$ cat config.mk
export PLATFORM = sky130hd
export DESIGN_NAME = jt51_wr_if
export DESIGN_NICKNAME = d
export VERILOG_FILES = /design/src/rtl/jt51_wr_pkg.sv /design/src/rtl/jt51_wr_hs.sv /design/src/rtl/jt51_wr_if.sv
export SDC_FILE = /design/constraint.sdc
export NUM_CORES = 1
export LEC_CHECK = 0
export CORE_MARGIN = 3
export CORE_UTILIZATION = 45
export DETAILED_ROUTE_END_ITERATION = 8
export PLACE_DENSITY_LB_ADDON = 0.12
export REMOVE_ABC_BUFFERS = 1
export SLEW_MARGIN = 20
export SYNTH_ARGS = -nofsm -noshare
export SYNTH_HDL_FRONTEND = slang
export SYNTH_HIERARCHICAL = 1
export SYNTH_SLANG_ARGS = --single-unit
$ cat constraint.sdc
create_clock -name clk -period 2.7 [get_ports clk]
set_clock_uncertainty 0.05 [all_clocks]
set_input_delay 0.54 -clock clk [delete_from_list [all_inputs] [get_ports clk]]
set_output_delay 0.54 -clock clk [all_outputs]
set_load 0.05 [all_outputs]
$ cat src/rtl/jt51_wr_pkg.sv
// Shared definitions for the JT51 CPU write interface: register addresses,
// handshake states and the strobe-select decode for pipelined writes.
package jt51_wr_pkg;

    localparam logic [7:0] REG_TEST   = 8'h01;
    localparam logic [7:0] REG_KON    = 8'h08;
    localparam logic [7:0] REG_NOISE  = 8'h0F;
    localparam logic [7:0] REG_CLKA1  = 8'h10;
    localparam logic [7:0] REG_CLKA2  = 8'h11;
    localparam logic [7:0] REG_CLKB   = 8'h12;
    localparam logic [7:0] REG_TIMCTL = 8'h14;
    localparam logic [7:0] REG_LFRQ   = 8'h18;
    localparam logic [7:0] REG_PMDAMD = 8'h19;
    localparam logic [7:0] REG_CTW    = 8'h1B;

    typedef enum logic [1:0] {IDLE, REQ, ACK} hs_state_t;

    // Bit positions of the update strobes inside the strobe vector
    localparam int NUM_UP   = 11;
    localparam int UP_RL    = 0;
    localparam int UP_KC    = 1;
    localparam int UP_KF    = 2;
    localparam int UP_PMS   = 3;
    localparam int UP_DT1   = 4;
    localparam int UP_TL    = 5;
    localparam int UP_KS    = 6;
    localparam int UP_AMSEN = 7;
    localparam int UP_DT2   = 8;
    localparam int UP_D1L   = 9;
    localparam int UP_KEYON = 10;

    function automatic logic is_pipelined(input logic [7:0] addr);
        return (addr == REG_KON) || (addr >= 8'h20);
    endfunction

    function automatic logic [NUM_UP-1:0] up_decode(input logic [7:0] addr);
        logic [NUM_UP-1:0] sel;
        sel = '0;
        if (addr == REG_KON) begin
            sel[UP_KEYON] = 1'b1;
        end else begin
            case (addr[7:5])
                3'd1:    sel[addr[4:3]] = 1'b1;   // RL/KC/KF/PMS share 0x20-0x3F
                3'd2:    sel[UP_DT1]    = 1'b1;
                3'd3:    sel[UP_TL]     = 1'b1;
                3'd4:    sel[UP_KS]     = 1'b1;
                3'd5:    sel[UP_AMSEN]  = 1'b1;
                3'd6:    sel[UP_DT2]    = 1'b1;
                3'd7:    sel[UP_D1L]    = 1'b1;
                default: sel = '0;
            endcase
        end
        return sel;
    endfunction

endpackage

$ cat src/rtl/jt51_wr_hs.sv
// Request/acknowledge handshake with the register file: holds the selected
// update strobe and busy until the register file finishes its sweep.
module jt51_wr_hs
    import jt51_wr_pkg::*;
(
    input  logic              clk,
    input  logic              rst_n,
    input  logic              cen,
    input  logic              start,
    input  logic [NUM_UP-1:0] up_sel,
    input  logic              reg_busy,
    output logic [NUM_UP-1:0] up,
    output logic              busy
);

    hs_state_t         state_reg, state_next;
    logic [NUM_UP-1:0] up_reg, up_next;

    always_ff @(posedge clk or negedge rst_n) begin
        if (!rst_n) begin
            state_reg <= IDLE;
            up_reg    <= '0;
        end else begin
            state_reg <= state_next;
            up_reg    <= up_next;
        end
    end

    // Leaving IDLE ignores cen so busy rises on the same edge as the capture
    always_comb begin
        state_next = state_reg;
        up_next    = up_reg;
        case (state_reg)
            IDLE: begin
                if (start) begin
                    state_next = REQ;
                    up_next    = up_sel;
                end
            end
            REQ: begin
                if (cen && reg_busy) state_next = ACK;
            end
            ACK: begin
                if (cen && !reg_busy) begin
                    state_next = IDLE;
                    up_next    = '0;
                end
            end
            default: begin
                state_next = IDLE;
                up_next    = '0;
            end
        endcase
    end

    assign up   = up_reg;
    assign busy = (state_reg != IDLE);

endmodule

$ cat src/rtl/jt51_wr_if.sv
// JT51 CPU write port: latches address/data writes, keeps the global registers
// and forwards per-channel/operator writes to the register file.
module jt51_wr_if
    import jt51_wr_pkg::*;
(
    input  logic       clk,
    input  logic       rst_n,
    input  logic       cen,
    input  logic       cs_n,
    input  logic       wr_n,
    input  logic       a0,
    input  logic [7:0] din,
    output logic [7:0] dout,
    input  logic       reg_busy,
    input  logic       flag_a,
    input  logic       flag_b,
    output logic [7:0] d_in,
    output logic [1:0] op,
    output logic [2:0] ch,
    output logic       up_rl,
    output logic       up_kc,
    output logic       up_kf,
    output logic       up_pms,
    output logic       up_dt1,
    output logic       up_tl,
    output logic       up_ks,
    output logic       up_amsen,
    output logic       up_dt2,
    output logic       up_d1l,
    output logic       up_keyon,
    output logic       busy,
    output logic [7:0] test,
    output logic       ne,
    output logic [4:0] nfrq,
    output logic [9:0] value_a,
    output logic [7:0] value_b,
    output logic       csm,
    output logic       irqen_b,
    output logic       irqen_a,
    output logic       load_b,
    output logic       load_a,
    output logic       clr_flag_b,
    output logic       clr_flag_a,
    output logic [7:0] lfo_freq,
    output logic [6:0] amd,
    output logic [6:0] pmd,
    output logic       ct1,
    output logic       ct2,
    output logic [1:0] lfo_w
);

    logic              we, we_reg, wr_event;
    logic [7:0]        addr_reg;
    logic              data_event, pipe_addr, accept, global_wr;
    logic [NUM_UP-1:0] up_vec;

    assign we         = !cs_n && !wr_n;
    assign wr_event   = we && !we_reg;
    assign data_event = wr_event && a0;
    assign pipe_addr  = is_pipelined(addr_reg);
    assign accept     = data_event && pipe_addr && !busy;
    assign global_wr  = data_event && !pipe_addr;

    jt51_wr_hs u_hs (
        .clk      (clk),
        .rst_n    (rst_n),
        .cen      (cen),
        .start    (accept),
        .up_sel   (up_decode(addr_reg)),
        .reg_busy (reg_busy),
        .up       (up_vec),
        .busy     (busy)
    );

    assign up_rl    = up_vec[UP_RL];
    assign up_kc    = up_vec[UP_KC];
    assign up_kf    = up_vec[UP_KF];
    assign up_pms   = up_vec[UP_PMS];
    assign up_dt1   = up_vec[UP_DT1];
    assign up_tl    = up_vec[UP_TL];
    assign up_ks    = up_vec[UP_KS];
    assign up_amsen = up_vec[UP_AMSEN];
    assign up_dt2   = up_vec[UP_DT2];
    assign up_d1l   = up_vec[UP_D1L];
    assign up_keyon = up_vec[UP_KEYON];

    always_ff @(posedge clk or negedge rst_n) begin
        if (!rst_n) begin
            we_reg   <= 1'b0;
            addr_reg <= 8'h00;
            dout     <= 8'h00;
        end else begin
            we_reg <= we;
            dout   <= {busy, 5'b0, flag_b, flag_a};
            if (wr_event && !a0) addr_reg <= din;
        end
    end

    // Operands for the register file stay put until the next accepted write
    always_ff @(posedge clk or negedge rst_n) begin
        if (!rst_n) begin
            d_in <= 8'h00;
            op   <= 2'd0;
            ch   <= 3'd0;
        end else if (accept) begin
            d_in <= din;
            op   <= addr_reg[4:3];
            ch   <= addr_reg[2:0];
        end
    end

    always_ff @(posedge clk or negedge rst_n) begin
        if (!rst_n) begin
            test       <= 8'h00;
            ne         <= 1'b0;
            nfrq       <= 5'd0;
            value_a    <= 10'd0;
            value_b    <= 8'h00;
            csm        <= 1'b0;
            irqen_b    <= 1'b0;
            irqen_a    <= 1'b0;
            load_b     <= 1'b0;
            load_a     <= 1'b0;
            clr_flag_b <= 1'b0;
            clr_flag_a <= 1'b0;
            lfo_freq   <= 8'h00;
            amd        <= 7'd0;
            pmd        <= 7'd0;
            ct1        <= 1'b0;
            ct2        <= 1'b0;
            lfo_w      <= 2'd0;
        end else begin
            clr_flag_b <= 1'b0;
            clr_flag_a <= 1'b0;
            if (global_wr) begin
                case (addr_reg)
                    REG_TEST:  test <= din;
                    REG_NOISE: begin
                        ne   <= din[7];
                        nfrq <= din[4:0];
                    end
                    REG_CLKA1: value_a[9:2] <= din;
                    REG_CLKA2: value_a[1:0] <= din[1:0];
                    REG_CLKB:  value_b <= din;
                    REG_TIMCTL: begin
                        csm        <= din[7];
                        clr_flag_b <= din[5];
                        clr_flag_a <= din[4];
                        irqen_b    <= din[3];
                        irqen_a    <= din[2];
                        load_b     <= din[1];
                        load_a     <= din[0];
                    end
                    REG_LFRQ:  lfo_freq <= din;
                    REG_PMDAMD: begin
                        if (din[7]) pmd <= din[6:0];
                        else        amd <= din[6:0];
                    end
                    REG_CTW: begin
                        ct1   <= din[7];
                        ct2   <= din[6];
                        lfo_w <= din[1:0];
                    end
                    default: ;
                endcase
            end
        end
    end

endmodule

; ---- Word-level counts from Yosys, hierarchy flattened
; Index checks and enable logic that the tools add are counted.
[word_totals]
register_bits = 103
romBits = 0
latchBits = 0
in_bits = 17
word_cells = 108
mem_bits_rw = 0
n_memories = 0
[classes]
mul = 0
bitwise = 2
add_sub_neg = 0
magnitude_cmp = 3
eq_ne = 22
shift = 0
div_mod_pow = 0
mux = 22
n_reduce_logical = 32
[op_table]
columns = cell, count
row1 = $eq 8x5->1 const B, 7
row2 = $pmux 11 s3, 1
row3 = $mux 11, 2
row4 = $eq 8x4->1 const B, 2
row5 = $reduce_and 2->1, 8
row6 = $eq 3x3->1 const B, 4
row7 = $mux 1, 12
row8 = $reduce_and 3->1, 4
row9 = $logic_and 1x1->1, 10
row10 = $mux 10, 1
row11 = $eq 8x1->1 const B, 1
row12 = $ge 8x6->1 const B, 1
row13 = $logic_not 1->1, 7
row14 = $eq 3x2->1 const B, 2
row15 = $mux 2, 3
row16 = $pmux 2 s3, 1
row17 = $lt 2x5->1 const B, 1
row18 = $mux 4, 1
row19 = $ne 2x1->1 const B, 2
row20 = $eq 3x1->1 const B, 1
row21 = $demux 1 s2, 1
row22 = $eq 2x1->1 const B, 1
row23 = $eq 2x2->1 const B, 1
row24 = $ge 2x1->1 const B, 1
row25 = other kinds (5), 6

; ---- Longest topological paths before layout
; Gate-level depths: netlist (run 1).
[depth]
depth_word = 8
ltp_mapped = 10
depth_no_buf = 7

; ---- Modules after synthesis
; The synthesis (run 1) kept the hierarchy.
[by_module_without_submodules]
columns = mod, n_inst, cells_per_inst, area_per_inst_um2
row1 = jt51_wr_if, 1, 240, 3627.2
row2 = jt51_wr_hs, 1, 47, 629.4

; ---- Worst setup path before layout (run 1)
; Ideal clock, no wire load.
[synth_timing]
kind = input -> register
start = input wr_n
end = register u_hs.up_reg[0], in the netlist u_hs/up[0]
cell_stages = 9
n_path_buf = 2
t_arrival_ns = 2.136
setup_time_ns = 0.130
path_slack_ns = 0.384
t_required_ns = 2.520
path_cell_list = or4b_4 nor2_1 o21ai_1 buf_2 inv_1 nand2b_4 buf_12 mux2i_1 o2bb2ai_1
[synth_between]
elab_chain_len = 8
[synth_lines]
columns = element, line
row1 = "start, declared", jt51_wr_if.sv:10  ; input logic wr_n,
row2 = $logic_not 1->1, jt51_wr_if.sv:57  ; assign we = !cs_n && !wr_n;
row3 = $logic_and 1x1->1, jt51_wr_if.sv:57
row4 = $logic_and 1x1->1, jt51_wr_if.sv:58  ; assign wr_event = we && !we_reg;
row5 = $logic_and 1x1->1, jt51_wr_if.sv:59  ; assign data_event = wr_event && a0;
row6 = $logic_and 1x1->1 (2 in series), jt51_wr_if.sv:61  ; assign accept = data_event && pipe_addr && !busy;
row7 = named net accept, jt51_wr_if.sv:54  ; logic data_event, pipe_addr, accept, global_wr;
row8 = $ne 2x2->1 (no line), -
row9 = $reduce_and 3->1 (no line), -
row10 = "end signal, assigned", jt51_wr_hs.sv:25  ; up_reg <= up_next;
row11 = "end, declared", jt51_wr_hs.sv:17  ; logic [NUM_UP-1:0] up_reg, up_next;
; The timed path passes the listed nets, and every way through them passes these cells.
; A chain may end at the register's enable or synchronous reset.

; ---- Worst setup path after layout (run 1)
[layout_timing]
start = register u_hs.state_reg[0]
end = output busy
[layout_between]
elab_chain_len = 1
[layout_lines]
columns = element, line
row1 = "start, declared", jt51_wr_hs.sv:16  ; hs_state_t state_reg, state_next;
row2 = "start signal, assigned", jt51_wr_hs.sv:24  ; state_reg <= state_next;
row3 = $reduce_bool 2->1, jt51_wr_hs.sv:57  ; assign busy = (state_reg != IDLE);
row4 = "end, declared", jt51_wr_if.sv:31  ; output logic busy,
; No other way between the ends.

==> results of run 1 <==
-- per-stage QoR --
stage          power (W)  instances  hold slack (ns)
4_1_cts         0.004836        518           0.1545
5_1_grt         0.004990        518           0.1760
3_3_place_gp    0.003679        502           0.4378
3_5_place_dp    0.003713        502           0.4427
6_report        0.004768        518           0.1388
2_1_floorplan   0.003067        271           0.1944
-- layout make-up --
cell class	instances	share of cell area, %
inverters	2	0.1308
well taps	108	2.355
flip-flops and latches	103	44.92
multi-input cells	166	27.21
clock buffers	11	2.638
clock inverters	5	1.505
repair buffers	123	21.24
-- kinds of logic after synthesis --
kind of cell,Yosys count,share of synthesized area (%)
DFF,103,60.55
muxes,90,23.49
and+or+nand+nor,53,9.318
buffers and inverters,22,3.116
AOI/OAI and AO/OA,18,3.439
other,1,0.08810
-- metal layers --
metal | up-vias | wire length, um | GRT usage (%)
met1 | 1369 | 3978 | 24.15
met3 | 11 | 570 | 5.366
met5 | - | 0 | 0
li1 | 1244 | - | -
met4 | 0 | 143 | 6.873
met2 | 71 | 4721 | 31.28
-- critical path, delay by kind of cell, from the launching register on --
family,cells,cell delay (ns)
DFF,1,0.45
buffers and inverters,1,0.71
and+or+nand+nor,1,0.36
-- worst paths after layout --
check                              to  cells after the start
max                              busy                      2
min                           dout[0]                      1
max reg2reg                    pmd[2]                      5
min reg2reg                   test[6]                      1
max in group asynchronous  value_a[5]                      2
min in group clk              test[6]                      1
-- report_power, final --
part,switching (W),internal [W]
logic,0.00109,0.000603
registers,0.000188,0.00178
clock network,0.000524,0.000583
total,0.00180,0.00296
-- layout by cell type (no fill, tap or decap), drive strengths merged, types with 2 or more instances in the layout --
master and instances:
clkdlybuf4s50 108, o2bb2ai 11, o21ai 2, and2 3, bufinv 2, nor2b 4, mux2i 11, clkbuf 11
and3 2, mux2 79, nor2 9, inv 5, buf 15, a22o 4, nand3 5, nor4 4
nand4b 2, nor3b 3, dfrtp 103, conb 5, nor3 3, nand2 7, nand2b 4
==> results.toml, run 1 <==
[synth]
ys.flop_type = "dfrtp_1"
yosysMostFrequentCell = "dfrtp_1"
avgSynthCellArea_um2 = 14.83
fraction_of_registers_with_async_set_or_reset_after_synthesis_pct = 100.0
postSynthCellCount = 287
synthesis.area_um2 = 4257
ys_seq_elements = 103
netlist-cell-type-count = 41
ys_warn_count = 6
netlist_top_cells_area = "dfrtp_1, mux2_2, mux2i_1"
synth_top_area_share_pct = 60.55
post_synth_most_frequent_cells = "dfrtp_1, mux2_2, mux2i_1, o2bb2ai_1, nor2_1"
number_of_enable_flip_flop_cells_after_synthesis = 0
part_of_the_yosys_area_used_for_sequential_elements_pct = 60.55
yosysTopAreaCell = "dfrtp_1"

[worst_setup_path]
reg2reg_slack_ns = 0.47
timing_worst_setup_path_type = "reg -> out"
slowest_delay_ns = 0.71
endpoint_kind = "primary output"
critPathRequiredTime_ns = 2.11
crit_path_top_delay_cell = "clkdlybuf4s50_1"
critical_path_cell_by_cell = "or2_2 > clkdlybuf4s50_1"
cp-startpoint = "u_hs/state_reg[0]"
cp.arrival_ns = 1.89
worstReg2RegStart = "addr_reg[7]"
worst-path-max-fanout = 5
timing.critical_path.from_type = "flip-flop"

[clock_network]
cts_tree = "built"
tritoncts_sink_count = 103
clockBufferDepth = 2
ctsHtreeMaxLevel = 3
cts_setup_buffers = 0
numCtsBuffers = 9
hold_buffers = 0
worst_setup_hold_path_clk_slew_ns = 0.10
clk-insertion-delay-late_ns = 0.37
ctsRootBufferMaster = "clkbuf_8"
cts_repair_resize_count = 0

[detailed_routing]
vias_per_cell = 5.203
drt_iter0_drc = 73
drt-total-wl_um = 9413
ant_nets = 0
drt_pass1_iterations = 4
wl_per_cell_um = 18.17
routed-via-count = 2695
route.detailed.drc = 0

[final_layout]
multi_input_area_um2 = 1562
layout_cells_sized_above_1_pct = 30.24
layout.core_utilization_pct = 64.23
largest_register_ffs = 11
finalNetCount = 422
diodes = 0
fillerInstances = 708
final-seq-area_um2 = 2577
synthToLayoutAreaGrowth_pct = 34.80
postLayoutCellArea_um2 = 5738

[global_routing]
grt.overflow.total = 0
grt_first_pass_wirelength_um = 15060
first_global_vias = 2835
maximum_number_of_pins_on_one_net_before_global_route_repair = 54
grt_use_total_pct = 19.01
grt_antenna_before_repair = 0

[hold_path]
hold_class = "in -> async"

[sta]
timing_hold_violations_final = 0
tightestPinTransition_ns = 0.7768
setup_repair_after_global_routing_missed_its_margin = "false"
slew_headroom_pct = 47.98
layout_min_cycle_time_ns = 2.476
final_critical_path_setup_slack_ns = 0.2241
achievable-frequency_ghz = 0.4039
report.final.slew_viol_count = 0
finalSetupViolCount = 0
timing.final.crit_share_pct = 91.70
fin_tns_setup_ns = 0

[floorplanning]
die_w_um = 103.3
initial_utilization_pct = 47.65
floorplan.die.height_um = 103.3
fp.dieArea_um2 = 10660
ios = 115
floorplan.rows = 34
core-area_um2 = 8934

[job]
maxCapViolCount = 0

[pwr]
ir_worst_vdd_mv = 0.3680
power_per_cell_area_nw_per_um2 = 830.9
power.static_leakage_nw = 2.719

[placement]
place_worst_setup_slack_ns = -0.1296
hpwl_um = 6609
io_buffers = 109
globalplace.congestion = 0.7523
placed_cell_area_um2 = 5500

[outcome]
run_status = "completed"
(Power assumes the default switching activity.)
==> run 2, diff against run 1 <==
Settings changed: DONT_BUFFER_PORTS from default to 1, SLEW_MARGIN 20 to 10.
==> results.toml, run 2 (same netlist as run 1, synthesis figures left out) <==
[worst_setup_path]
crit_path_top_delay_cell = "dfrtp_1"
critical_path.top_delay_family = "simple AND/OR/NAND/NOR gates"
slowest_delay_ns = 0.47
endpoint_kind = "flip-flop"
critPathRequiredTime_ns = 2.89
worst-path-max-fanout = 9
timing.critical_path.from_type = "flip-flop"
timing_worst_setup_path_type = "reg -> reg"
cp.depth = 5
r2r.worst_path.cells = 5
cp.arrival_ns = 2.43
worstPathBufferInverterCount = 1
critical_path_cell_by_cell = "or3_1 > buf_4 > nor4_4 > and3_1 > mux2_2"

[final_layout]
mostFrequentLayoutCell = "dfrtp_1"
layout_common_cells = "dfrtp_1, mux2_2, mux2i_1, o2bb2ai_1, clkbuf_8"
layout.core_utilization_pct = 50.22
layout_cells_sized_above_1_pct = 38.28
synthToLayoutAreaGrowth_pct = 5.409
diodes = 0
largest_register_ffs = 11
layoutNonFillerInstCount = 398
finalNetCount = 302

[placement]
io_buffers = 0
hpwl_um = 5976
globalplace.congestion = 0.6987
dpl_cells = 382

[pwr]
ir_worst_vdd_mv = 0.2895
power.static_leakage_nw = 2.237
power_per_cell_area_nw_per_um2 = 903.9

[sta]
setup_repair_after_global_routing_missed_its_margin = "false"
timing.final.crit_share_pct = 83.12
finalSetupViolCount = 0
layout_min_cycle_time_ns = 2.244
achievable-frequency_ghz = 0.4456
slew_headroom_pct = 47.20
timing_hold_violations_final = 103
report.final.slew_viol_count = 0
whs_ns = -0.1880
fin_tns_setup_ns = 0
tightestPinTransition_ns = 0.7886

[clock_network]
numCtsBuffers = 9
cts_setup_buffers = 0
worst_setup_hold_path_clk_slew_ns = 0.10
ctsRootBufferMaster = "clkbuf_8"
tritoncts_sink_count = 103
cts_repair_resize_count = 0
clk-insertion-delay-late_ns = 0.35
cts_tree = "built"
ctsHtreeMaxLevel = 3
clockBufferDepth = 2

[global_routing]
grt_antenna_before_repair = 0
grt_use_total_pct = 17.28
grt.overflow.total = 0
maximum_number_of_pins_on_one_net_before_global_route_repair = 104
first_global_vias = 2369
grt_first_pass_wirelength_um = 13720

[floorplanning]
fp.dieArea_um2 = 10660
core-area_um2 = 8934
floorplan.die.height_um = 103.3
initial_utilization_pct = 47.65
die_w_um = 103.3
ios = 115
floorplan.rows = 34

[outcome]
violations_in_the_final_reports = "hold timing"
run_status = "complete, but fails checks"

[detailed_routing]
routed-via-count = 2271
route.detailed.drc = 0
ant_nets = 0
wl_per_cell_um = 22.31
drt_pass1_iterations = 4
drt_iter0_drc = 53
vias_per_cell = 5.706
drt-total-wl_um = 8881

[hold_path]
hold_class = "in -> async"

[job]
maxCapViolCount = 0
==> run 2: through the flow <==
step	instance area (um^2)	hold WS [ns]	power [W]	worst slack [ns]
after detailed placement	4304	0.1969	0.003211	0.2655
final	4487	-0.1880	0.004055	0.4558
after global placement	4304	0.1970	0.003193	0.2869
after floorplan	4146	0.1944	0.003067	0.2263
after CTS	4487	-0.2047	0.004110	0.4420
after global routing	4487	-0.2130	0.004248	0.3264
==> run 2: path summary, 6_finish.rpt <==
| path | from | endpoint | slack, ns |
|---|---|---|---|
| worst min-delay path | rst_n | dout[0] | -0.19 |
| worst max register to register | addr_reg[7] | pmd[1] | 0.46 |
| worst min register to register | u_hs/state_reg[0] | u_hs/state_reg[0] | 0.56 |
| min in group clk | flag_b | dout[1] | 0.15 |
| max in group asynchronous | rst_n | test[6] | 2.61 |
| worst max-delay path | addr_reg[7] | pmd[1] | 0.46 |
==> run 2: area by class of cell <==
cell class | count | area (um^2)
Clock buffer | 11 | 141.4
Clock inverter | 5 | 41.29
Fill cell | 792 | 4447
Inverter | 2 | 7.507
Multi-Input combinational cell | 166 | 1562
Sequential cell | 103 | 2577
Tap cell | 108 | 135.1
Timing Repair Buffer | 3 | 22.52
==> run 2: routing by layer <==
metal	track usage [%]	routed length [um]
met4	5.378	95
met5	0	0
met3	6.170	756
met2	27.38	4293
met1	22.39	3735
==> run 2: power breakdown <==
| part | leakage (nW) | switching (W) | internal (W) |
|---|---|---|---|
| clock network | 0.0861 | 0.000525 | 0.000368 |
| registers | 1.38 | 0.000969 | 0.00176 |
| logic | 0.766 | 0.000202 | 0.000227 |
==> run 3, diff against run 2 <==
Clock period 2.7 ns to 1.9 ns, I/O delays scaled along.
==> results.toml, run 3 (same netlist as run 1, synthesis figures left out) <==
[clock_network]
ctsHtreeMaxLevel = 3
cts_tree = "built"
tritoncts_sink_count = 103
numCtsBuffers = 9
clockBufferDepth = 2
clk-insertion-delay-late_ns = 0.35
worst_setup_hold_path_clk_slew_ns = 0.10
ctsRootBufferMaster = "clkbuf_8"

[placement]
hpwl_um = 6060
io_buffers = 0
placed_cell_area_um2 = 4487
dpl_cells = 403
globalplace.congestion = 0.7110

[sta]
whs_ns = -0.3453
final_critical_path_setup_slack_ns = -0.2203
tightestPinTransition_ns = 0.5255
report.final.slew_viol_count = 0
finalSetupViolCount = 74
timing_hold_violations_final = 103
achievable-frequency_ghz = 0.4716
timing.final.crit_share_pct = 111.6
slew_headroom_pct = 64.97
fin_tns_setup_ns = -8.157
layout_min_cycle_time_ns = 2.120
setup_repair_after_global_routing_missed_its_margin = "true"

[hold_path]
hold_class = "in -> async"

[final_layout]
synthToLayoutAreaGrowth_pct = 17.28
postLayoutCellArea_um2 = 4992
layout.core_utilization_pct = 55.88
fillerInstances = 745
layout_cells_sized_above_1_pct = 45.65
diodes = 0
mostFrequentLayoutCell = "dfrtp_1"
layoutNonFillerInstCount = 430
largest_register_ffs = 11
layout_common_cells = "dfrtp_1, mux2_2, mux2_4, buf_4, buf_6"
finalNetCount = 334

[pwr]
power_per_cell_area_nw_per_um2 = 1252
power.static_leakage_nw = 2.470
ir_worst_vdd_mv = 0.4665

[floorplanning]
floorplan.rows = 34
fp.dieArea_um2 = 10660
core-area_um2 = 8934
die_w_um = 103.3
initial_utilization_pct = 47.65
floorplan.die.height_um = 103.3
ios = 115

[outcome]
run_status = "complete, but fails checks"
violations_in_the_final_reports = "hold timing, setup timing"

[detailed_routing]
drt_pass1_iterations = 4
wl_per_cell_um = 21.84
drt_iter0_drc = 76
vias_per_cell = 5.570
route.detailed.drc = 0
routed-via-count = 2395
drt-total-wl_um = 9391
ant_nets = 0

[worst_setup_path]
endpoint_kind = "flip-flop"
critical_path.top_delay_family = "simple AND/OR/NAND/NOR gates"
critPathRequiredTime_ns = 2.10
crit_path_top_delay_cell = "or4b_4"
timing.critical_path.from_type = "flip-flop"
timing_worst_setup_path_type = "reg -> reg"
cp.arrival_ns = 2.32
slowest_delay_ns = 0.55
critical_path_cell_by_cell = "or4b_4 > nor4_4 > buf_4 > nand3b_1 > buf_6 > mux2_2"
worstPathBufferInverterCount = 2
worst-path-max-fanout = 7

[global_routing]
maximum_number_of_pins_on_one_net_before_global_route_repair = 104
grt_first_pass_wirelength_um = 14550
grt_use_total_pct = 18.31
grt.overflow.total = 0
first_global_vias = 2534
grt_antenna_before_repair = 0

[job]
maxCapViolCount = 0
## run 3: cell count changes in the layout (fill, tap and decap cells not counted), moves of 3 or more
cell,before,now
mux2_2,79,59
buf_4,3,16
buf_6,0,13
mux2_4,0,20
dlygate4sd3_1,0,3
## run 3: layout make-up
class,count,area (um^2),share of cell area (%)
Multi-Input combinational cell,167,1704,34.14
Clock buffer,12,155.1,3.108
Timing Repair Buffer,34,336.6,6.742
Inverter,2,7.507,0.1504
Clock inverter,4,76.32,1.529
Sequential cell,103,2577,51.63
Tap cell,108,135.1,2.707
## run 3: worst reg2reg max path, delay by kind of cell, from the launching register on
kind / cells / cell delay, ns
buffers and inverters: 2 / 0.34
and+or+nand+nor: 3 / 0.98
muxes: 1 / 0.27
DFF: 1 / 0.39
## run 3: through the flow
step	total power (W)	setup WS (ns)
5_1_grt	0.006535	-0.2567
3_3_place_gp	0.004632	-0.2251
3_5_place_dp	0.004656	-0.2709
4_1_cts	0.006292	-0.1731
2_1_floorplan	0.004359	-0.5737
6_report	0.006250	-0.2203
## run 3: repair_timing
action,4_1_cts,5_1_grt
hold endpoints to repair,105,104
gates cloned,2,0
setup buffers,3,4
resized for setup,38,9
pin swaps,21,4
hold buffers,2,1
endpoints found under the setup margin,85,88
## run 3: power breakdown
| part | switching [W] | internal (W) |
|---|---|---|
| Clock | 0.000726 | 0.000820 |
| Sequential | 0.00131 | 0.00251 |
| Combinational | 0.000425 | 0.000461 |
| Total | 0.00246 | 0.00379 |
## run 3: routing by layer
metal | GRT usage, % | vias up | part of all wire, %
met1 | 23.78 | 1239 | 42
met3 | 6.506 | 8 | 8.3
li1 | - | 1072 | -
met5 | 0 | - | 0
met4 | 6.375 | 0 | 1.1
met2 | 28.61 | 76 | 48
## run 3: final timing paths
kind	startpoint	endpoint	slack, ns	cells after the start
setup / recovery	we_reg	amd[0]	-0.22	6
hold / removal	rst_n	dout[0]	-0.35	0
hold reg to reg	u_hs/state_reg[1]	u_hs/state_reg[0]	0.58	2
min in group clk	wr_n	we_reg	0.03	1
setup reg to reg	we_reg	amd[0]	-0.22	6
max in group asynchronous	rst_n	u_hs/up[3]	1.97	0
